==> config.mk <==
export PLATFORM = sky130hd
export DESIGN_NAME = dt1_pipe_ctrl
export DESIGN_NICKNAME = d
export VERILOG_FILES = /design/src/rtl/dt1_pkg.sv /design/src/rtl/dt1_md_seq.sv /design/src/rtl/dt1_pipe_ctrl.sv
export SDC_FILE = /design/constraint.sdc
export NUM_CORES = 1
export LEC_CHECK = 0
export BUFFER_PORTS_ARGS = -buffer_cell sky130_fd_sc_hd__buf_2
export CORE_ASPECT_RATIO = 1.75
export CORE_UTILIZATION = 39
export DETAILED_ROUTE_END_ITERATION = 10
export PLACE_DENSITY = 0.79
export SKIP_CTS_REPAIR_TIMING = 1
export SLEW_MARGIN = 5
export SYNTH_ARGS = -nofsm -noshare
export SYNTH_HDL_FRONTEND = slang
export SYNTH_HIERARCHICAL = 1
export SYNTH_SLANG_ARGS = --single-unit
==> constraint.sdc <==
create_clock -name clk -period 4.4 [get_ports clk]
set_clock_uncertainty 0.2 [all_clocks]
set_input_delay 0.44 -clock clk [delete_from_list [all_inputs] [get_ports clk]]
set_output_delay 0.44 -clock clk [all_outputs]
set_load 0.02 [all_outputs]
==> src/rtl/dt1_pkg.sv <==
// Shared types and constants for the dt1 pipeline hazard/sequencing controller.
package dt1_pkg;

    typedef enum logic [1:0] {
        IDLE = 2'd0,
        BUSY = 2'd1,
        DONE = 2'd2
    } mdState_t;

    localparam logic [1:0] FWD_RF      = 2'b00;
    localparam logic [1:0] FWD_WB      = 2'b01;
    localparam logic [1:0] FWD_MEM     = 2'b10;
    localparam logic [1:0] RESULT_LOAD = 2'b01;

    // The M stage holds the younger write, so it takes precedence over W.
    function automatic logic [1:0] fwdSel(
        input logic       regWriteM,
        input logic [4:0] rdM,
        input logic       regWriteW,
        input logic [4:0] rdW,
        input logic [4:0] rs
    );
        if (regWriteM && (rdM != 5'd0) && (rdM == rs))
            return FWD_MEM;
        else if (regWriteW && (rdW != 5'd0) && (rdW == rs))
            return FWD_WB;
        else
            return FWD_RF;
    endfunction

endpackage

==> src/rtl/dt1_md_seq.sv <==
// Mul/div sequencer: start/done handshake with a BUSY-cycle watchdog and a sticky error flag.
module dt1_md_seq
    import dt1_pkg::*;
#(
    parameter int MD_TIMEOUT = 64,
    parameter int CNT_W      = 7
) (
    input  logic clk,
    input  logic rst,
    input  logic MdReqE,
    input  logic MdDone,
    output logic MdStart,
    output logic MdBusy,
    output logic MdIdle,
    output logic MdErr
);

    mdState_t           state;
    mdState_t           nextState;
    logic [CNT_W-1:0]   count;
    logic [CNT_W-1:0]   countNext;
    logic               errSet;
    logic               startRaw;

    always_ff @(posedge clk) begin
        if (rst) begin
            state <= IDLE;
            count <= '0;
            MdErr <= 1'b0;
        end else begin
            state <= nextState;
            count <= countNext;
            MdErr <= MdErr | errSet;
        end
    end

    // DONE never starts a new op, so a request still held in E cannot retrigger.
    always_comb begin
        nextState = state;
        countNext = count;
        errSet    = 1'b0;
        startRaw  = 1'b0;
        unique case (state)
            IDLE: begin
                countNext = '0;
                if (MdReqE) begin
                    startRaw  = 1'b1;
                    nextState = BUSY;
                end
            end
            BUSY: begin
                if (MdDone) begin
                    nextState = DONE;
                end else if (count == CNT_W'(MD_TIMEOUT - 1)) begin
                    errSet    = 1'b1;
                    nextState = DONE;
                end else begin
                    countNext = count + CNT_W'(1);
                end
            end
            DONE: begin
                nextState = IDLE;
            end
            default: begin
                nextState = IDLE;
            end
        endcase
    end

    assign MdStart = startRaw & ~rst;
    assign MdBusy  = (state == BUSY);
    assign MdIdle  = (state == IDLE);

endmodule

==> src/rtl/dt1_pipe_ctrl.sv <==
// Central hazard controller for the 5-stage RV32I pipeline: forwarding, load-use, flush and mul/div stalls.
// Optional performance counters are enabled by defining DT1_PERF_CNT_EN.
module dt1_pipe_ctrl
    import dt1_pkg::*;
#(
    parameter int MD_TIMEOUT = 64,
    parameter int CNT_W      = 7
) (
    input  logic       clk,
    input  logic       rst,
    input  logic [4:0] Rs1D,
    input  logic [4:0] Rs2D,
    input  logic [4:0] Rs1E,
    input  logic [4:0] Rs2E,
    input  logic [4:0] RdE,
    input  logic [4:0] RdM,
    input  logic [4:0] RdW,
    input  logic       RegWriteM,
    input  logic       RegWriteW,
    input  logic [1:0] ResultSrcE,
    input  logic       PCSrcE,
    input  logic       MdReqE,
    input  logic       MdDone,
    output logic       StallF,
    output logic       StallD,
    output logic       StallE,
    output logic       FlushD,
    output logic       FlushE,
    output logic       FlushM,
    output logic [1:0] ForwardAE,
    output logic [1:0] ForwardBE,
    output logic       MdStart,
    output logic       MdBusy,
    output logic       MdErr
`ifdef DT1_PERF_CNT_EN
    ,
    output logic [31:0] PerfLwStall,
    output logic [31:0] PerfMdStall,
    output logic [31:0] PerfFlush
`endif
);

    logic lwStall;
    logic mdIdle;
    logic lwStallEff;
    logic branchFlushEff;

    dt1_md_seq #(
        .MD_TIMEOUT (MD_TIMEOUT),
        .CNT_W      (CNT_W)
    ) uMdSeq (
        .clk     (clk),
        .rst     (rst),
        .MdReqE  (MdReqE),
        .MdDone  (MdDone),
        .MdStart (MdStart),
        .MdBusy  (MdBusy),
        .MdIdle  (mdIdle),
        .MdErr   (MdErr)
    );

    assign lwStall = (ResultSrcE == RESULT_LOAD) && (RdE != 5'd0) &&
                     ((RdE == Rs1D) || (RdE == Rs2D));

    // Hazard responses only apply in IDLE; a taken branch overrides a load-use stall.
    assign branchFlushEff = ~rst & mdIdle & PCSrcE;
    assign lwStallEff     = ~rst & mdIdle & ~PCSrcE & lwStall;

    always_comb begin
        StallF    = 1'b0;
        StallD    = 1'b0;
        StallE    = 1'b0;
        FlushD    = 1'b0;
        FlushE    = 1'b0;
        FlushM    = 1'b0;
        ForwardAE = FWD_RF;
        ForwardBE = FWD_RF;
        if (!rst) begin
            ForwardAE = fwdSel(RegWriteM, RdM, RegWriteW, RdW, Rs1E);
            ForwardBE = fwdSel(RegWriteM, RdM, RegWriteW, RdW, Rs2E);
            if (MdBusy) begin
                StallF = 1'b1;
                StallD = 1'b1;
                StallE = 1'b1;
                FlushM = 1'b1;
            end else if (branchFlushEff) begin
                FlushD = 1'b1;
                FlushE = 1'b1;
            end else if (lwStallEff) begin
                StallF = 1'b1;
                StallD = 1'b1;
                FlushE = 1'b1;
            end
        end
    end

`ifdef DT1_PERF_CNT_EN
    always_ff @(posedge clk) begin
        if (rst) begin
            PerfLwStall <= '0;
            PerfMdStall <= '0;
            PerfFlush   <= '0;
        end else begin
            if (lwStallEff)     PerfLwStall <= PerfLwStall + 32'd1;
            if (MdBusy)         PerfMdStall <= PerfMdStall + 32'd1;
            if (branchFlushEff) PerfFlush   <= PerfFlush + 32'd1;
        end
    end
`endif

endmodule
# After elaboration in Yosys (flattened, before gate mapping)
# Index checks and enable logic that the tools add are counted.
totals:
  regBits: 10
  latchBits: 0
  ramBits: 0
  romBits: 0
  output_inout_bits: 13
  word_cells: 71
  n_memories: 0
classes:
  addsub: 1
  mul: 0
  n_div: 0
  order_cmp: 0
  eq_ne: 13
  shift: 0
  muxes: 30
  bitwise: 8
  n_reduce_logical: 16
op_table:
  columns: ["op", "n"]
  rows:
  - ["5-bit == test", 6]
  - ["1-bit 2-to-1 mux", 19]
  - ["5-bit nonzero test", 3]
  - ["2-bit 2-to-1 mux", 7]
  - ["7-bit 2-to-1 mux", 2]
  - ["7-bit one-hot mux with 2 select lines", 1]
  - ["1-bit logical AND", 8]
  - ["7-bit by 1-bit adder with 7-bit output (second input constant)", 1]
  - ["7-bit by 6-bit == test with 1-bit output (second input constant)", 1]
  - ["2-bit inequality test (second input constant)", 3]
  - ["1-bit AND", 5]
  - ["2-bit by 1-bit == test with 1-bit output (second input constant)", 2]
  - ["2-bit one-hot mux with 2 select lines", 1]
  - ["3-bit by 2-bit inequality test with 1-bit output (second input constant)", 1]
  - ["3-bit AND reduction", 1]
  - ["2-bit zero test", 1]
  - ["1-bit inverter", 2]
  - ["2-bit AND reduction", 1]
  - ["2-bit nonzero test", 1]
  - ["1-bit logical OR", 1]
  - ["1-bit OR", 1]

# Longest topological paths before layout
# Gate-level depths: netlist of run 1.
logic_depth:
  word_depth: 8
  ltp_mapped: 7
  depth_no_buf: 5

# Cells and area by module
# Netlist of run 1, hierarchy kept.
modules_own_cells:
  columns: ["mod", "n_inst", "cells_each", "area_per_inst_um2"]
  rows:
  - ["dt1_md_seq", 1, 64, 556.8]
  - ["dt1_pipe_ctrl", 1, 63, 478.0]

# Least setup slack after synthesis of run 1
# OpenSTA, ideal clock, no wires.
synth_path:
  path_kind: "register -> output"
  from: "register uMdSeq.state[1]"
  to: "output StallF"
  t_arrival_ns: 1.809
  path_slack_ns: 1.951
  path_stages_with_launch: 8
  path_buffers: 3
  path_cell_list: "dfxtp_1 buf_6 nand2b_4 buf_6 inv_1 nor2b_1 o21bai_1 buf_4"
synth_between:
  word_cells_on_any_way: 10
synth_lines:
  columns: ["item", "line_no", "rtl"]
  rows:
  - ["start, declared", "dt1_md_seq.sv:18", "mdState_t state;"]
  - ["start signal, assigned", "dt1_md_seq.sv:31", "state <= nextState;"]
  - ["2-bit by 1-bit == test with 1-bit output", "dt1_md_seq.sv:71", "assign MdBusy = (state == BUSY);"]
  - ["via MdBusy", "dt1_pipe_ctrl.sv:33", "output logic MdBusy,"]
  - ["1-bit 2-to-1 mux (2 in a row)", null, null]
  - ["end, declared", "dt1_pipe_ctrl.sv:24", "output logic StallF,"]
# The timed path passes the listed nets, and every way through them passes these cells.

# Worst setup path after layout of run 1
layout_path:
  from: "register uMdSeq.state[0]"
  to: "output FlushE"
layout_between:
  elab_chain_cells: 8
  word_cells_on_any_way: 10
layout_rtl:
  columns: ["item", "line_no", "rtl"]
  rows:
  - ["2-bit zero test (*)", "dt1_md_seq.sv:72", "assign MdIdle = (state == IDLE);"]
  - ["via mdIdle", "dt1_pipe_ctrl.sv:44", "logic mdIdle;"]
  - ["1-bit AND (*)", "dt1_pipe_ctrl.sv:66, dt1_pipe_ctrl.sv:67", null]
  - ["1-bit AND (2 in a row)", "dt1_pipe_ctrl.sv:67", "assign lwStallEff = ~rst & mdIdle & ~PCSrcE & lwStall;"]
  - ["1-bit 2-to-1 mux", "dt1_pipe_ctrl.sv:89", "end else if (lwStallEff) begin"]
  - ["1-bit 2-to-1 mux (*)", "dt1_pipe_ctrl.sv:86", "end else if (branchFlushEff) begin"]
  - ["1-bit 2-to-1 mux (*)", "dt1_pipe_ctrl.sv:81", "if (MdBusy) begin"]
  - ["1-bit 2-to-1 mux (*)", "dt1_pipe_ctrl.sv:78", "if (!rst) begin"]
  - ["end, declared", "dt1_pipe_ctrl.sv:28", "output logic FlushE,"]
# Mark *: on every way through the listed nets, which the timed path passes. The rest lies on a longest branch.

==> impl_metrics.json, run 1 <==
{
  "core_mm2": 0.00249,
  "drc": 0,
  "drt-initial-drc-count": 12,
  "yosysSeqAreaShare": 0.193,
  "via_per_inst": 5.40,
  "synth_cell_types": 40,
  "avgSynthCellArea_um2": 8.15,
  "maxSlewHeadroom": 0.752,
  "path_clk_slew_ns": 0.05,
  "dpl.cell_count": 203,
  "crit_family": "simple AND/OR/NAND/NOR gates",
  "num_vias": 1118,
  "n_antenna_cell": 0,
  "clockBufferDepth": 2,
  "vdd_drop_max_mv": 0.108,
  "yosys.area.top_type": "dfxtp_1",
  "rsz0062_at_grt": "false",
  "synth_cells": 127,
  "cts-root-buf": "clkbuf_8",
  "cts_max_level": 1,
  "max_freq_ghz": 0.400,
  "grt_pass1_vias": 1054,
  "fin_cells": 207,
  "first_pass_iters": 4,
  "ys_top_cells_by_area": "dfxtp_1, xor2_1, xnor2_1, or4_1, nor3_1",
  "grt_pass1_wl_um": 4150,
  "ys.warnings.count": 6,
  "total_leakage_power_nw": 0.598,
  "synth_edf_count": 0,
  "fin_crit_ns": 2.50,
  "cp-start-kind": "register",
  "status": "complete, no violations",
  "place_ws_ns": 1.91,
  "numCtsBuffers": 3,
  "wl_um": 2610,
  "final-max-slew-violation-count": 0,
  "die_area_mm2": 0.00287,
  "insertion_delay_ns": 0.24,
  "worstMarginPinSlew_ns": 0.371,
  "antenna_found_initial": 0,
  "num_rows": 24,
  "hpwl_um": 2200,
  "io_pins": 57,
  "wire_per_inst_um": 12.6,
  "grt_use_total": 0.201,
  "grt_start_max_net_pins": 21,
  "nets": 227,
  "synthArstFlopShare": 0,
  "critPathKind": "register to primary output",
  "io_buffer_count": 56,
  "tritoncts": "done",
  "critical_path_buf_inv_count": 1,
  "power_mw": 0.298,
  "critPathRequiredTime_ns": 3.76,
  "r2r_slack_ns": 2.64,
  "die_height_um": 70.1,
  "setup_viol": 0,
  "synthesis.nets": 172,
  "gp_congestion": 0.837,
  "cp.arrival_ns": 1.86,
  "initial_core_util": 0.415,
  "drive_above_1_share": 0.365,
  "post-route-period-util": 0.569,
  "critical-path-max-stage-delay_ns": 0.41,
  "finalHoldViolations": 0,
  "cp_max_fo": 9,
  "cellPowerDensity_mw_per_mm2": 222,
  "overflow": 0,
  "ys.flop_type": "dfxtp_1",
  "dieWidth_um": 40.9,
  "fin_tns_setup_ns": 0,
  "ant_nets": 0,
  "hold_class": "register to register",
  "netlist.area_leader.share": 0.193,
  "cp-end-kind": "primary output",
  "areaGrowthSynthToFinish_pct": 29.6,
  "syn_area_mm2": 0.00103,
  "ys_seq_elements": 10,
  "drv_cap": 0,
  "crit_chain": "nor2_1 > nor4b_1 > o211ai_1 > or3_1 > o21bai_1 > buf_2",
  "cts_sinks": 10,
  "slowest_stage": "dfxtp_1",
  "worst_slack_ns": 1.90
}
layout make-up:
| type | count | area (µm²) |
|---|---|---|
| fill | 273 | 1150 |
| clock buffer | 4 | 55.1 |
| inverter | 2 | 7.51 |
| tap | 26 | 32.5 |
| timing repair buffer | 56 | 280 |
| multi-input combinational | 109 | 766 |
| sequential | 10 | 200 |
flip-flops by register name, summed over array words and instances (netlist names):
| name | flops |
|---|---|
| uMdSeq/count | 7 |
| uMdSeq/state | 2 |
| uMdSeq/MdErr | 1 |
final timing paths:
kind,endpoint,from,depth (start not counted)
max reg2reg,uMdSeq/state[0],uMdSeq/count[0],5
max,FlushE,uMdSeq/state[0],6
min,uMdSeq/MdErr,uMdSeq/MdErr,2
min reg2reg,uMdSeq/MdErr,uMdSeq/MdErr,2
where the power goes:
group          internal, mW  total, mW  leakage [nW]  switching, mW
clock                0.0786      0.114        0.0288         0.0354
sequential           0.0925     0.0963        0.0809        0.00381
combinational        0.0412     0.0880         0.488         0.0468
total                 0.212      0.298         0.598         0.0860
metal layers:
metal / wire length (µm) / vias up / GRT usage / share of wire
met3: 130 / 5 / 0.0127 / 0.050
met2: 1480 / 42 / 0.361 / 0.57
met5: 0 / - / 0 / 0
li1: - / 567 / - / -
met1: 945 / 504 / 0.207 / 0.36
met4: 52 / 0 / 0.100 / 0.020
cells by family (layout without fill, tap and decap cells):
kind of cell	Yosys count	after routing	synth area share
buf+inv	8	62	0.0665
fa+ha+maj	1	1	0.0121
flops	10	10	0.193
xor+xnor	30	30	0.254
mux	1	1	0.00967
compound gates	20	20	0.117
simple gates	57	57	0.347
cells in the mapped netlist, drive strengths merged (2+ instances only):
cell type and number:
a21oi 6, a31oi 2, buf 5, dfxtp 10, inv 2, nand2 4
nand2b 4, nand3 5, nor2 8, nor2b 3, nor3 8, nor3b 2
nor4 5, nor4b 2, o211ai 2, o21ai 6, o21bai 3, or4 6
xnor2 10, xor2 20
worst reg2reg max path: stages, from the launching register on:
cell	delay, ns
dfxtp_1	0.38
ha_1	0.18
nand3b_1	0.19
o21bai_1	0.35
nor3_1	0.07
or2_2	0.27
placed cells by master (no fill, tap or decap), types with 5 or more instances in the layout:
cell type,Yosys,routed
nand3_1,5,5
xor2_1,20,20
nor2_1,8,8
or4_1,6,6
buf_2,0,56
nor3_1,8,8
dfxtp_1,10,10
a21oi_1,6,6
xnor2_1,10,10
stage by stage:
step	hold slack [ns]	utilization	instance area, µm²
after detailed placement	0.276	0.516	1290
final	0.274	0.538	1340
after floorplan	0.260	-	1030
after CTS	0.286	0.538	1340
after global routing	0.318	0.538	1340
after global placement	0.274	0.516	1290
Power figures use the tool's default switching activity.
==> run 2, diff against run 1 <==
- clock period: 4.4 -> 2.58 ns (I/O delays scaled with it)
==> run 2 against run 1 <==
Clock power increased by 71%. Sequential share of layout area did not move. Register-to-register slack got worse by 1.8 ns. Critical path depth is the same. Largest cell class unchanged. Clock-buffer cell count unchanged. Die area unchanged. Combinational power up 72%. Non-clock buffer count unchanged.
==> impl_metrics.json, run 2 (same netlist as run 1, synthesis figures left out) <==
{
  "status": "complete, no violations",
  "gp_congestion": 0.836,
  "drt-initial-drc-count": 17,
  "fin_tns_setup_ns": 0,
  "initial_core_util": 0.415,
  "vdd_drop_max_mv": 0.151,
  "cp-end-kind": "primary output",
  "reg2regPathDepth": 5,
  "grt_start_max_net_pins": 21,
  "n_antenna_cell": 0,
  "finalHoldViolations": 0,
  "place_ws_ns": 0.441,
  "cellPowerDensity_mw_per_mm2": 381,
  "final_common_cell": "buf_2",
  "critPathRequiredTime_ns": 2.12,
  "insertion_delay_ns": 0.24,
  "cp_max_fo": 10,
  "nFillCells": 250,
  "final_cell_mix": "buf_2, xor2_1, xnor2_1, dfxtp_1",
  "r2r_slack_ns": 0.81,
  "hpwl_um": 2250,
  "overflow": 0,
  "final-max-slew-violation-count": 0,
  "drc": 0,
  "cts_max_level": 1,
  "finish.instance_area_mm2": 0.00134,
  "rsz0062_at_grt": "false",
  "setup_viol": 0,
  "holdPathEnd": "uMdSeq/MdErr",
  "wire_per_inst_um": 13.1,
  "post-route-period-util": 0.886,
  "worstMarginPinSlew_ns": 0.370,
  "wl_um": 2720,
  "antenna_found_initial": 0,
  "num_vias": 1160,
  "holdPathStages": 4,
  "areaGrowthSynthToFinish_pct": 29.6,
  "io_pins": 57,
  "nets": 227,
  "grt_use_total": 0.215,
  "max_freq_ghz": 0.437,
  "largest_reg_flops": 7,
  "via_per_inst": 5.60,
  "fin_util": 0.538,
  "reg2reg_to": "uMdSeq/state[0]",
  "io_buffer_count": 56,
  "tritoncts": "done",
  "die_height_um": 70.1,
  "core_mm2": 0.00249,
  "p_clk_frac": 0.383,
  "ant_nets": 0,
  "p_sw_frac": 0.291,
  "drv_cap": 0,
  "pwr-share-seq": 0.322,
  "path_clk_slew_ns": 0.05,
  "placed_area_mm2": 0.00129,
  "cts_sinks": 10,
  "numCtsBuffers": 3,
  "maxSlewHeadroom": 0.753,
  "intPower_mw": 0.362,
  "power_mw": 0.511,
  "worst_slack_ns": 0.294,
  "fin_crit_ns": 2.29,
  "dieWidth_um": 40.9,
  "dpl.cell_count": 203,
  "cts-root-buf": "clkbuf_8",
  "total_leakage_power_nw": 0.598,
  "drive_above_1_share": 0.365,
  "combPwrFrac": 0.296,
  "grt_pass1_wl_um": 4460,
  "num_rows": 24,
  "cp.arrival_ns": 1.83,
  "fin_cells": 207,
  "whs_ns": 0.175,
  "critPathKind": "register to primary output",
  "die_area_mm2": 0.00287,
  "r2r_start": "uMdSeq/count[0]",
  "first_pass_iters": 4,
  "top_register": "uMdSeq/count",
  "netSwitchingPower_mw": 0.149,
  "cp-start-kind": "register",
  "hold_class": "primary input to register",
  "clockBufferDepth": 2,
  "grt_pass1_vias": 1142,
  "min_from": "MdDone",
  "top_regs": "uMdSeq/count: 7 flops, uMdSeq/state: 2 flops, uMdSeq/MdErr: 1 flops"
}
run 2: worst max-delay path: stages, from the launching register on:
cell,delay [ns]
dfxtp_1,0.41
nor2_1,0.19
nor4b_1,0.24
o211ai_1,0.15
or3_1,0.32
o21bai_1,0.12
buf_2,0.18
run 2: layer usage:
layer / share of wire / vias to the layer above / track usage / routed length, µm
met2: 0.58 / 44 / 0.394 / 1570
met4: 0.021 / 0 / 0.0852 / 57
met1: 0.35 / 545 / 0.218 / 960
li1: - / 563 / - / -
met5: 0 / - / 0 / 0
met3: 0.045 / 8 / 0.0222 / 123
run 2: power by group through the flow:
stage	registers [mW]	clock network, mW	logic [mW]
floorplan	0.162	0	0.0973
finish	0.164	0.195	0.151
global route	0.165	0.207	0.166
detailed placement	0.167	0	0.151
CTS	0.164	0.199	0.152
global placement	0.167	0	0.149
run 2: cell type report:
cell class | instances | area, µm² | share of cell area
Inverter | 2 | 7.51 | 0.00560
Multi-Input combinational cell | 109 | 766 | 0.571
Tap cell | 26 | 32.5 | 0.0243
Clock buffer | 4 | 55.1 | 0.0410
Sequential cell | 10 | 200 | 0.149
Timing Repair Buffer | 56 | 280 | 0.209
run 2: worst max path at each step:
stage                         start            to  slack [ns]
floorplan           uMdSeq/state[1]        StallF        0.31
global placement             RdM[1]  ForwardBE[0]        0.46
detailed placement           RdM[1]  ForwardAE[0]        0.44
CTS                 uMdSeq/state[1]        FlushE        0.29
global route        uMdSeq/state[0]        FlushE        0.12
finish              uMdSeq/state[1]        FlushE        0.29
==> run 3, diff against run 2 <==
- CORE_UTILIZATION: 39 -> 44
- PLACE_DENSITY: 0.79 -> 0.86
==> run 3 against run 2 <==
Via count decreased by 2.6%. Global-route usage increased by 2.8 points. Clock-buffer cell count decreased by 1. Setup slack worse by 0.027 ns. Non-clock buffer count is the same. Cell count decreased by 1.4%. Sequential cell count unchanged. Die area down 11%. Combinational power is essentially flat. First-iteration DRC count fell by 29%. Largest cell class unchanged.
==> impl_metrics.json, run 3 (same netlist as run 1, synthesis figures left out) <==
{
  "io_pins": 57,
  "placed_area_mm2": 0.00128,
  "fin_crit_ns": 2.31,
  "final_common_cell": "buf_2",
  "maxSlewHeadroom": 0.758,
  "overflow": 0,
  "drc": 0,
  "gp_congestion": 0.818,
  "critical_path_buf_inv_count": 1,
  "num_rows": 22,
  "path_clk_slew_ns": 0.06,
  "finish.instance_area_mm2": 0.00131,
  "top_register": "uMdSeq/count",
  "grt_pass1_vias": 1138,
  "whs_ns": 0.147,
  "p_clk_frac": 0.243,
  "nets": 227,
  "wire_per_inst_um": 13.2,
  "crit_family": "simple AND/OR/NAND/NOR gates",
  "clockBufferDepth": 2,
  "rsz0062_at_grt": "false",
  "fin_tns_setup_ns": 0,
  "tritoncts": "done",
  "die_area_mm2": 0.00256,
  "final_cell_mix": "buf_2, xor2_1, xnor2_1, dfxtp_1",
  "drv_cap": 0,
  "top_regs": "uMdSeq/count: 7 flops, uMdSeq/state: 2 flops, uMdSeq/MdErr: 1 flops",
  "critical-path-max-stage-delay_ns": 0.42,
  "cellPowerDensity_mw_per_mm2": 318,
  "finalHoldViolations": 0,
  "fin_cells": 204,
  "drive_above_1_share": 0.367,
  "intPower_mw": 0.282,
  "cp.arrival_ns": 1.86,
  "cts-root-buf": "clkbuf_4",
  "status": "complete, no violations",
  "drt-initial-drc-count": 12,
  "n_antenna_cell": 0,
  "cp-start-kind": "register",
  "areaGrowthSynthToFinish_pct": 26.8,
  "grt_use_total": 0.243,
  "total_leakage_power_nw": 0.585,
  "initial_core_util": 0.482,
  "pwr-share-seq": 0.391,
  "largest_reg_flops": 7,
  "hold_class": "primary input to register",
  "cts_max_level": 1,
  "critPathRequiredTime_ns": 2.12,
  "via_per_inst": 5.54,
  "io_buffer_count": 56,
  "final-max-slew-violation-count": 0,
  "cts_sinks": 10,
  "dpl.cell_count": 201,
  "nFillCells": 196,
  "vdd_drop_max_mv": 0.172,
  "p_sw_frac": 0.326,
  "numCtsBuffers": 3,
  "grt_start_max_net_pins": 21,
  "die_height_um": 66.2,
  "setup_viol": 0,
  "netSwitchingPower_mw": 0.136,
  "antenna_found_initial": 0,
  "insertion_delay_ns": 0.26,
  "cp-end-kind": "primary output",
  "critPathKind": "register to primary output",
  "dieWidth_um": 38.7,
  "max_freq_ghz": 0.432,
  "cp_max_fo": 9,
  "crit_chain": "nor2_1 > nor4b_2 > o211ai_1 > or3_1 > o21bai_1 > buf_2",
  "wl_um": 2700,
  "slowest_stage": "dfxtp_1",
  "post-route-period-util": 0.897,
  "combPwrFrac": 0.366,
  "first_pass_iters": 4,
  "core_mm2": 0.00215,
  "ant_nets": 0,
  "r2r_slack_ns": 0.79,
  "grt_pass1_wl_um": 4500,
  "num_vias": 1130,
  "worstMarginPinSlew_ns": 0.362,
  "hpwl_um": 2290
}
## run 3: final cells by class
cell class	count	area, µm²	area share
clock buffers	3	22.5	0.0172
repair buffers	56	280	0.214
flip-flops and latches	10	200	0.153
well taps	24	30.0	0.0229
inverters	2	7.51	0.00572
multi-input cells	109	772	0.588
## run 3: path summary, 6_finish.rpt
kind | start | cells after the start | endpoint
setup / recovery | uMdSeq/state[0] | 6 | FlushE
hold / removal | MdDone | 4 | uMdSeq/MdErr
setup reg to reg | uMdSeq/count[0] | 5 | uMdSeq/state[0]
hold reg to reg | uMdSeq/count[6] | 1 | uMdSeq/count[6]
## run 3: per-stage QoR
stage                     setup WS (ns)  utilization  total power, mW
after floorplan                   0.313            -            0.260
after global placement            0.477        0.598            0.313
after detailed placement          0.431        0.598            0.318
after CTS                         0.199        0.608            0.421
after global routing              0.132        0.611            0.443
final                             0.266        0.611            0.418
## run 3: per-layer routing
metal	vias up	part of all wire	GRT usage
li1	562	-	-
met1	520	0.34	0.202
met2	44	0.60	0.508
met3	4	0.050	0.0202
met4	0	0.013	0.103
met5	-	0	0
## run 3: power groups by stage
stage               registers [mW]  clock network, mW  logic (mW)
global route                 0.164              0.110       0.169
global placement             0.167                  0       0.146
detailed placement           0.167                  0       0.152
floorplan                    0.162                  0      0.0973
finish                       0.163              0.102       0.153
CTS                          0.163              0.105       0.152
## run 3: worst register-to-register path: cells and delay by family (launching register included)
kind	cells	cell delay, ns
AOI/OAI and AO/OA	1	0.34
and+or+nand+nor	3	0.55
adders and majority gates	1	0.20
DFF	1	0.39
